--- src/rtl/counter.sv ---
// counter: free-running event counter streamed MSB-first over a mode-0 serial link (cs/sclk/sdo).
// Define COUNTER_GRAY_EN to send gray(count) as the payload instead of the binary count.
module counter #(
    parameter int WIDTH      = 16,
    parameter int CLK_DIV    = 2,
    parameter int GAP_CYCLES = 4
) (
    input  logic clk,
    input  logic rst_n,
    input  logic enable,
    output logic cs,
    output logic sclk,
    output logic sdo
);
    localparam int DW = CLK_DIV > 1 ? $clog2(CLK_DIV) : 1;
    localparam int GW = GAP_CYCLES > 1 ? $clog2(GAP_CYCLES) : 1;
    localparam int BW = $clog2(WIDTH + 1);

    typedef enum logic [1:0] {IDLE, SHIFT, GAP} state_t;

    state_t           r_state, w_state;
    logic [WIDTH-1:0] r_count, w_count, r_shift, w_shift, w_payload;
    logic [DW-1:0]    r_div, w_div;
    logic [GW-1:0]    r_gap, w_gap;
    logic [BW-1:0]    r_bit, w_bit;
    logic             w_cs, w_sclk, w_sdo;

`ifdef COUNTER_GRAY_EN
    assign w_payload = r_count ^ (r_count >> 1);
`else
    assign w_payload = r_count;
`endif

    always_ff @(posedge clk or negedge rst_n) begin
        if (!rst_n) r_state <= IDLE;
        else        r_state <= w_state;
    end

    always_ff @(posedge clk or negedge rst_n) begin
        if (!rst_n) begin
            r_count <= '0;
            r_shift <= '0;
            r_div   <= '0;
            r_gap   <= '0;
            r_bit   <= '0;
            cs      <= 1'b1;
            sclk    <= 1'b0;
            sdo     <= 1'b0;
        end else begin
            r_count <= w_count;
            r_shift <= w_shift;
            r_div   <= w_div;
            r_gap   <= w_gap;
            r_bit   <= w_bit;
            cs      <= w_cs;
            sclk    <= w_sclk;
            sdo     <= w_sdo;
        end
    end

    always_comb begin
        w_state = r_state;
        w_count = r_count;
        w_shift = r_shift;
        w_div   = r_div;
        w_gap   = r_gap;
        w_bit   = r_bit;
        w_cs    = cs;
        w_sclk  = sclk;
        w_sdo   = sdo;
        case (r_state)
            IDLE: if (enable) begin
                w_state = SHIFT;
                w_shift = w_payload;
                w_cs    = 1'b0;
                w_sdo   = w_payload[WIDTH-1];
                w_bit   = '0;
                w_div   = '0;
            end
            SHIFT: if (r_div != DW'(CLK_DIV - 1)) begin
                w_div = r_div + 1'b1;
            end else begin
                w_div  = '0;
                w_sclk = ~sclk;
                // falling toggle: advance to the next bit or close the frame
                if (sclk) begin
                    w_bit = r_bit + 1'b1;
                    if (r_bit == BW'(WIDTH - 1)) begin
                        w_state = GAP;
                        w_cs    = 1'b1;
                        w_sdo   = 1'b0;
                        w_count = r_count + 1'b1;
                        w_gap   = '0;
                    end else begin
                        w_shift = r_shift << 1;
                        w_sdo   = r_shift[WIDTH-2];
                    end
                end
            end
            GAP: if (r_gap == GW'(GAP_CYCLES - 1)) w_state = IDLE;
                 else w_gap = r_gap + 1'b1;
            default: w_state = IDLE;
        endcase
    end
endmodule

--- config.mk ---
export PLATFORM = sky130hd
export DESIGN_NAME = counter
export DESIGN_NICKNAME = d
export VERILOG_FILES = /design/src/rtl/counter.sv
export SDC_FILE = /design/constraint.sdc
export NUM_CORES = 1
export LEC_CHECK = 0
export CORE_UTILIZATION = 55
export DETAILED_ROUTE_END_ITERATION = 7
export HOLD_SLACK_MARGIN = 0.06
export PLACE_DENSITY = 0.7
export SETUP_SLACK_MARGIN = 0.4
export SKIP_CTS_REPAIR_TIMING = 1
export SLEW_MARGIN = 20
export SYNTH_ARGS = -nofsm -noshare
export SYNTH_HDL_FRONTEND = slang
export SYNTH_SLANG_ARGS = --single-unit
--- constraint.sdc ---
create_clock -name clk -period 2.4 [get_ports clk]
set_input_delay 0.48 -clock clk [delete_from_list [all_inputs] [get_ports clk]]
set_output_delay 0.48 -clock clk [all_outputs]
set_load 0.005 [all_outputs]
==> metrics.yaml <==
timing:
  slew_violations: 0
  fmax_ghz: 0.522
  finClkSkew_ps: 4.25
  rsz0062_at_grt: "true"
  slew_headroom_pct: 52.6
  hold_violations: 0
  whs_ps: 487
  finalCritPeriodShare_pct: 79.8
  finalSetupTns_ps: 0
  fin_ws_ps: 484
  worst_slew_pin_slew_ps: 712
  period_minus_slack_ps: 1920
  finalSetupViolCount: 0
setup_path:
  critPathLaunchType: "flip-flop"
  worstPathRequired_ps: 2620
  crit_end: "r_shift[13]"
  endpoint_kind: "flip-flop"
  crit_fanout: 7
  r2r-start: "r_bit[0]"
  ff2ff_setup_slack_ps: 480
  rr_endpoint: "r_shift[13]"
  ff2ff_path_depth: 8
  crit_arrival_ps: 2140
  cp-startpoint: "r_bit[0]"
  worstSetupPathType: "flip-flop to flip-flop"
global_route:
  grt_first_pass_wirelength_um: 6690
  track_usage_pct: 22.5
  grt_max_degree: 38
  grt_pass1_vias: 1361
  grt_overflow: 0
  antenna_found_initial: 0
synthesis:
  yosysUniqueCellTypes: 38
  yosysWarningCount: 0
  async_flop_share_pct: 100
  synth_edf_count: 0
  yosys-top-cells-area: "dfrtp_1 (52%), xnor2_1 (6.8%), nand2_1 (6.7%)"
  synth_nets: 211
  yosysTopAreaCell: "dfrtp_1"
  ys_seq_area_share_pct: 53.4
  synth_area_mm2: 0.00206
  syn_inst: 203
  yosysTopAreaCellShare_pct: 52.1
  ys.flop_type: "dfrtp_1"
  syn-mean-instance-area_um2: 10.2
  synth_seq_cells: 44
run_status:
  outcome: "finished clean"
final_layout:
  drive_gt1_share_pct: 11.3
  final_cell_area_mm2: 0.00228
  final_nets: 220
  layout_common_cells: "dfrtp_1 (43), nand2_1 (37), nor2_1 (23)"
  final_util_pct: 65.8
  area_delta_synth_final_pct: 10.5
  final_common_cell: "dfrtp_1"
  diodes: 0
detailed_routing:
  drt-initial-drc-count: 151
  dr.pass1.iters: 4
  drc: 0
  via_count: 1474
  vias_per_cell: 5.71
  wl_per_cell_um: 15.1
  antenna_left: 0
  routed_wl_um: 3900
placed_design:
  gp_congestion: 0.820
  place_area_mm2: 0.00214
  post-place-ws_ps: 400
  port-buffer-count: 5
  dp_hpwl_um: 2590
pwr:
  power.density_mw_per_mm2: 1110
  power.leakage_nw: 1.01
  irDropWorstVdd_uv: 634
clocking:
  cts_buffers: 5
  cts_tree: "built"
  worst_skew_pair.late_latency_ps: 300
  clock-root-buffer: "clkbuf_8"
  clk_pin_slew_ps: 70
  cts.sinks: 44
  htreeDepth: 2
  clk_path_buf_depth: 2
floorplanning:
  die_area_mm2: 0.00400
  die_h_um: 63.3
  core_area_mm2: 0.00347
  ioPinCount: 6
  num_rows: 21
  die_w_um: 63.3
  initial_core_util_pct: 59.5
worst_hold_path:
  hp-class: "flip-flop to flip-flop"
flow_run:
  maxCapViolCount: 0
[critical path, cell delays in order, from the launching register on]
cell and delay, ps:
dfrtp_1 410, ha_2 200, and3_1 190, ha_1 200
nand4b_1 220, a21oi_4 260, buf_4 200, nor2_1 40
a31oi_1 120
[layer usage]
layer | up-vias | routed length, um | track usage (%)
li1 | 720 | - | -
met4 | 0 | 44 | 6.82
met1 | 714 | 1870 | 33.0
met2 | 35 | 1780 | 31.7
met3 | 5 | 209 | 7.07
met5 | - | 0 | 0
[report_power, final]
| part | switching (W) | total [W] | internal (W) |
|---|---|---|---|
| clock network | 0.000229 | 0.000485 | 0.000256 |
| logic | 0.000514 | 0.000917 | 0.000403 |
| registers | 0.000171 | 0.00112 | 0.000950 |
[flip-flops by register name, summed over array words and instances, names as in the netlist]
name	cells
r_count	16
sdo	1
sclk	1
r_shift	15
r_div	1
r_state	2
r_bit	5
cs	1
r_gap	2
[Yosys cell counts (2+ instances only)]
cell type,instances
a31oi_1,14
clkbuf_1,2
o21ai_0,4
xor2_1,2
nand4_1,7
nor3b_1,2
nor2_1,23
inv_1,3
dfrtp_1,43
a22o_1,2
nand2_1,37
a21oi_1,3
xnor2_1,16
and3_1,3
nand2b_1,2
buf_2,3
nand3_1,8
ha_1,5
nor3_1,2
buf_4,4
[per-stage QoR]
stage | std cells | total power [W]
detailed placement | 248 | 0.00196
global route | 258 | 0.00272
global placement | 248 | 0.00192
CTS | 255 | 0.00245
finish | 258 | 0.00252
floorplan | 203 | 0.00177
[worst min-delay path by stage]
stage,from,to,depth (start not counted)
floorplan,rst_n,r_bit[0],0
global placement,rst_n,r_state[1],1
detailed placement,rst_n,r_state[1],1
CTS,rst_n,r_state[1],1
global route,r_count[15],r_count[15],1
finish,r_bit[4],r_bit[4],2
[logic make-up (layout without fill, tap and decap cells)]
kind of cell,after synthesis,after routing,share of synthesized area [%]
buffers and inverters,12,21,3.09
AOI/OAI and AO/OA,30,30,9.46
muxes,2,2,1.27
xor gates and xnor gates,18,18,7.64
DFF,44,44,53.4
and+or+nand+nor,92,92,22.1
adders and majority gates,5,5,3.03
[area by class of cell]
| type | instances | area (um^2) |
|---|---|---|
| fillers | 284 | 1190 |
| flip-flops and latches | 44 | 1100 |
| multi-input cells | 147 | 913 |
| repair buffers | 11 | 100 |
| well taps | 46 | 57.6 |
| clock buffers | 7 | 96.3 |
| inverters | 3 | 11.3 |
Note: power is estimated with default switching activity, not from simulation.
